--- config.mk ---
export PLATFORM = sky130hd
export DESIGN_NAME = spi_host_xfer
export DESIGN_NICKNAME = d
export VERILOG_FILES = /design/src/rtl/spi_host_xfer.sv
export SDC_FILE = /design/constraint.sdc
export NUM_CORES = 1
export LEC_CHECK = 0
export CAP_MARGIN = 20
export CORE_UTILIZATION = 30
export DETAILED_ROUTE_END_ITERATION = 6
export PLACE_DENSITY = 0.54
export SYNTH_ARGS = -nofsm -noshare
export SYNTH_HDL_FRONTEND = slang
export SYNTH_SLANG_ARGS = --single-unit
--- constraint.sdc ---
create_clock -name clk_i -period 5.6 [get_ports clk_i]
set_input_delay 1.12 -clock clk_i [delete_from_list [all_inputs] [get_ports clk_i]]
set_output_delay 1.12 -clock clk_i [all_outputs]
set_load 0.01 [all_outputs]
--- src/rtl/spi_host_xfer.sv ---
// SPI mode-0 host: bytes in on a valid/ready port, shifted MSB first on sck/mosi,
// miso sampled on rising SCK; tx_last_i closes the CSB frame.
module spi_host_xfer #(
    parameter int HalfPeriod = 2,
    parameter int CsbIdle    = 4
) (
    input  logic       clk_i,
    input  logic       rst_ni,
    input  logic       tx_valid_i,
    output logic       tx_ready_o,
    input  logic [7:0] tx_data_i,
    input  logic       tx_last_i,
    output logic       rx_valid_o,
    output logic [7:0] rx_data_o,
    output logic       busy_o,
    output logic       spi_sck_o,
    output logic       spi_csb_o,
    output logic       spi_mosi_o,
    input  logic       spi_miso_i
);

    localparam int CntMax = (HalfPeriod > CsbIdle) ? HalfPeriod : CsbIdle;
    localparam int CntW   = $clog2(CntMax + 1);
    localparam logic [CntW-1:0] HalfLoad = CntW'(HalfPeriod - 1);
    localparam logic [CntW-1:0] IdleLoad = CntW'(CsbIdle - 1);

    typedef enum logic [2:0] {IDLE, SETUP, SHIFT, WAIT, HOLD, GAP} state_e;

    state_e          state;
    logic [CntW-1:0] cnt;
    logic [3:0]      bit_cnt;
    logic            last;
    logic [6:0]      tx_shift;
    logic [7:0]      rx_shift;
    logic            xfer;
    logic            half_done;
    logic            rise_ev;
    logic            fall_ev;

    assign tx_ready_o = (state == IDLE) || (state == WAIT);
    assign busy_o     = (state != IDLE);
    assign xfer       = tx_valid_i & tx_ready_o;
    assign half_done  = (state == SHIFT) && (cnt == '0);
    assign rise_ev    = half_done & ~spi_sck_o;
    assign fall_ev    = half_done & spi_sck_o;

    // Shift registers carry data only; a fresh byte always overwrites every bit before use.
    always_ff @(posedge clk_i) begin
        if (xfer) begin
            tx_shift <= tx_data_i[6:0];
        end else if (fall_ev) begin
            tx_shift <= {tx_shift[5:0], 1'b0};
        end
        if (rise_ev) begin
            rx_shift <= {rx_shift[6:0], spi_miso_i};
        end
    end

    always_ff @(posedge clk_i or negedge rst_ni) begin
        if (!rst_ni) begin
            state      <= IDLE;
            cnt        <= '0;
            bit_cnt    <= '0;
            last       <= 1'b0;
            spi_sck_o  <= 1'b0;
            spi_csb_o  <= 1'b1;
            spi_mosi_o <= 1'b0;
            rx_valid_o <= 1'b0;
            rx_data_o  <= '0;
        end else begin
            rx_valid_o <= 1'b0;
            case (state)
                IDLE: begin
                    if (xfer) begin
                        last       <= tx_last_i;
                        spi_csb_o  <= 1'b0;
                        spi_mosi_o <= tx_data_i[7];
                        cnt        <= HalfLoad;
                        state      <= SETUP;
                    end
                end
                SETUP: begin
                    if (cnt == '0) begin
                        cnt     <= HalfLoad;
                        bit_cnt <= '0;
                        state   <= SHIFT;
                    end else begin
                        cnt <= cnt - 1'b1;
                    end
                end
                SHIFT: begin
                    // Each byte is 16 half-periods starting low; the 16th ends on the 8th fall.
                    if (cnt == '0) begin
                        cnt     <= HalfLoad;
                        bit_cnt <= bit_cnt + 4'd1;
                        if (!spi_sck_o) begin
                            spi_sck_o <= 1'b1;
                        end else begin
                            spi_sck_o <= 1'b0;
                            if (bit_cnt == 4'd15) begin
                                rx_data_o  <= rx_shift;
                                rx_valid_o <= 1'b1;
                                state      <= last ? HOLD : WAIT;
                            end else begin
                                spi_mosi_o <= tx_shift[6];
                            end
                        end
                    end else begin
                        cnt <= cnt - 1'b1;
                    end
                end
                WAIT: begin
                    if (xfer) begin
                        last       <= tx_last_i;
                        spi_mosi_o <= tx_data_i[7];
                        cnt        <= HalfLoad;
                        bit_cnt    <= '0;
                        state      <= SHIFT;
                    end
                end
                HOLD: begin
                    if (cnt == '0) begin
                        spi_csb_o <= 1'b1;
                        cnt       <= IdleLoad;
                        state     <= GAP;
                    end else begin
                        cnt <= cnt - 1'b1;
                    end
                end
                GAP: begin
                    if (cnt == '0) begin
                        state <= IDLE;
                    end else begin
                        cnt <= cnt - 1'b1;
                    end
                end
                default: state <= IDLE;
            endcase
        end
    end

endmodule
==> run metrics <==
ys async rst share 0.605; Layout Skew 3.48 ps; worst-path maximum fanout 26; worst hold path class reg2reg; ys flop type dfrtp_1; Worst setup EP type output port; Worst-path clk slew 70 ps; Final Hold Vio Count 0; Die Width 81.1 um; Post-Syn Area 0.00188 mm2; CP Class reg2out; Post-Syn Nets 172; P per Cell Area 443 mW/mm2; area fraction of the dominant cell type after synthesis 0.293; # clock sinks 38; Worst Max-Slew Pin Slew 788 ps; worst vdd rail ir drop 0.155 mV; IO Pins 27; met2 usage 0.183; Post-DRT Antenna Nets 0; DR WL/cell 13.7 um; WHS 454 ps; Clock Path Buffers 2; H-tree levels 2; die area 0.00658 mm2; status complete, no violations; number of diodes 0; later-pin clock latency in the skew report 290 ps; Initial Utilization 0.313; fraction of layout cells with a size suffix above 1 0.137; Arr. time, crit path 2150 ps; Post-route DRC 0; Synth area leaders dfrtp_1 29%, edfxtp_1 24%, mux2_4 6.4%, mux2_1 4.2%, ha_1 2.0%; Post-Synthesis Cells 156; Net count, final 198; CTS tree done; area grow syn2layout 24.1%; final worst-path cycle share 0.584; Via density 4.93; DP Wirelength 2490 um; placed cells 249; vias in the first global route 1222; num rows 28; fin cells 257; TritonCTS buffer count 5; RSZ-0062 raised after global routing false; final slew viol count 0; Slew headroom 0.475; crit path time final 3270 ps; PortBufs 26; Max Fclk 306 MHz; CTS root buffer clkbuf_8; area leader, netlist dfrtp_1; WP data required 4480 ps; final core utilization 0.389; drt first pass iters 4; met3 track utilization from global routing 0.0337; Synth Register Bits 38; yosys warns 0; synth unique cells 48; maximum capacitance violations 0; Post-synth EDFFs 15; Detailed Route WL 3520 um; pin count of the biggest net entering global routing 27; CP Launch Type register; crit path launch state[1]; CP endpoint tx_ready_o; GRT Overall Usage 0.118; Syn Area/Cell 12.0 um2; R2R Path Start state[1]; Setup Fix Bufs, Post-CTS 0; R2R cell count 4; # setup viols final 0; setup TNS 0 ps; via count 1267; Final GP Congestion 0.806; Seq/Total Area, Yosys 0.547; die height 81.1 um; GR Util met1 0.152; Starting DRT DRC Count 66; initial antenna violation count 0; LEAKAGE 0.942 nW; grt ovf 0; core area 0.00599 mm2; worst reg2reg path endpoint tx_shift[2]; cts hold-fix bufs 0; Top Usage Layer GRT met2; first-pass GRT wire length 5750 um; # resized after CTS 0; setup slack, reg-to-reg 3500 ps
Yosys cell counts (all sizes together) (2+ instances only):
cell	count
nor3b	2
nand2	10
edfxtp	15
inv	9
nand3	2
and2	2
nor2b	2
a31oi	3
nor2	7
ha	3
or3	2
o31ai	2
nor3	6
nor4	3
a22o	3
a21oi	7
nand2b	7
buf	6
mux2	15
dfrtp	22
and3	2
o311ai	2
o21ai	7
clkbuf	3
cells in the final DEF, fill, tap and decap left out, types with 2 or more instances in the layout:
| cell | count |
|---|---|
| a22o_1 | 3 |
| nand2_1 | 9 |
| o31ai_1 | 2 |
| nand2b_1 | 6 |
| o21ai_1 | 5 |
| or3_1 | 2 |
| ha_1 | 3 |
| nor4_1 | 3 |
| clkdlybuf4s50_1 | 26 |
| mux2_4 | 8 |
| nor2b_1 | 2 |
| mux2_1 | 7 |
| dfrtp_1 | 22 |
| edfxtp_1 | 15 |
| a31oi_1 | 3 |
| and2_1 | 2 |
| nor3_1 | 5 |
| nor2_1 | 7 |
| clkbuf_8 | 6 |
| and3_1 | 2 |
| o311ai_1 | 2 |
| o21ai_0 | 2 |
| inv_1 | 8 |
| a21oi_1 | 7 |
flip-flops by register name, indices dropped and copies added, names as in the netlist, 3 cells and up:
signal,count
bit_cnt,4
state,3
cnt,3
tx_shift,7
rx_shift,8
rx_data_o,8
critical path: stages, from the launching register on:
cell and delay [ps]:
dfrtp_1 780, nand2b_1 210, nor3b_4 280, clkdlybuf4s50_1 590
where the power goes:
group / internal [mW] / switching [mW] / leakage, nW
Sequential: 0.372 / 0.0692 / 0.432
Clock: 0.142 / 0.0885 / 0.0573
Combinational: 0.173 / 0.186 / 0.452
final cells by class:
class,count,area [um2]
tap,75,93.8
clock inverter,1,30.0
inverter,9,33.8
timing repair buffer,28,295
fill,550,3660
clock buffer,6,82.6
sequential,38,1030
multi-input combinational,100,767
cells by family (layout without fill, tap and decap cells):
kind of cell             Yosys count  after routing  share of synthesized area
multiplexers                      16             16                      0.111
buffers and inverters             18             44                     0.0446
adder cells (fa/ha/maj)            3              3                     0.0200
XOR/XNOR                           2              2                    0.00933
AND/OR/NAND/NOR                   49             49                      0.161
flip-flops                        38             38                      0.547
AO/OA/AOI/OAI                     30             30                      0.107
worst min-delay path by stage:
stage | start | end | depth (start not counted)
6_report | rx_shift[3] | rx_shift[4] | 0
5_1_grt | rx_shift[4] | rx_shift[5] | 0
4_1_cts | rx_shift[4] | rx_shift[5] | 0
3_5_place_dp | rx_shift[4] | rx_shift[5] | 0
3_3_place_gp | rx_shift[2] | rx_shift[3] | 0
2_1_floorplan | rx_shift[0] | rx_shift[1] | 0
per-layer routing:
| layer | share of wire | up-vias |
|---|---|---|
| met5 | 0 | - |
| met4 | 0.022 | 0 |
| met3 | 0.042 | 6 |
| met2 | 0.46 | 26 |
| met1 | 0.48 | 617 |
| li1 | - | 618 |
stage by stage:
| stage | instance area, um2 | power [mW] | setup WS (ps) |
|---|---|---|---|
| 6_report | 2330 | 1.03 | 2330 |
| 5_1_grt | 2330 | 1.11 | 2210 |
| 4_1_cts | 2300 | 1.04 | 2350 |
| 3_5_place_dp | 2190 | 0.809 | 2670 |
| 3_3_place_gp | 2190 | 0.795 | 2710 |
| 2_1_floorplan | 1880 | 0.711 | 3460 |
No activity file was read; power rests on OpenSTA's default activity.
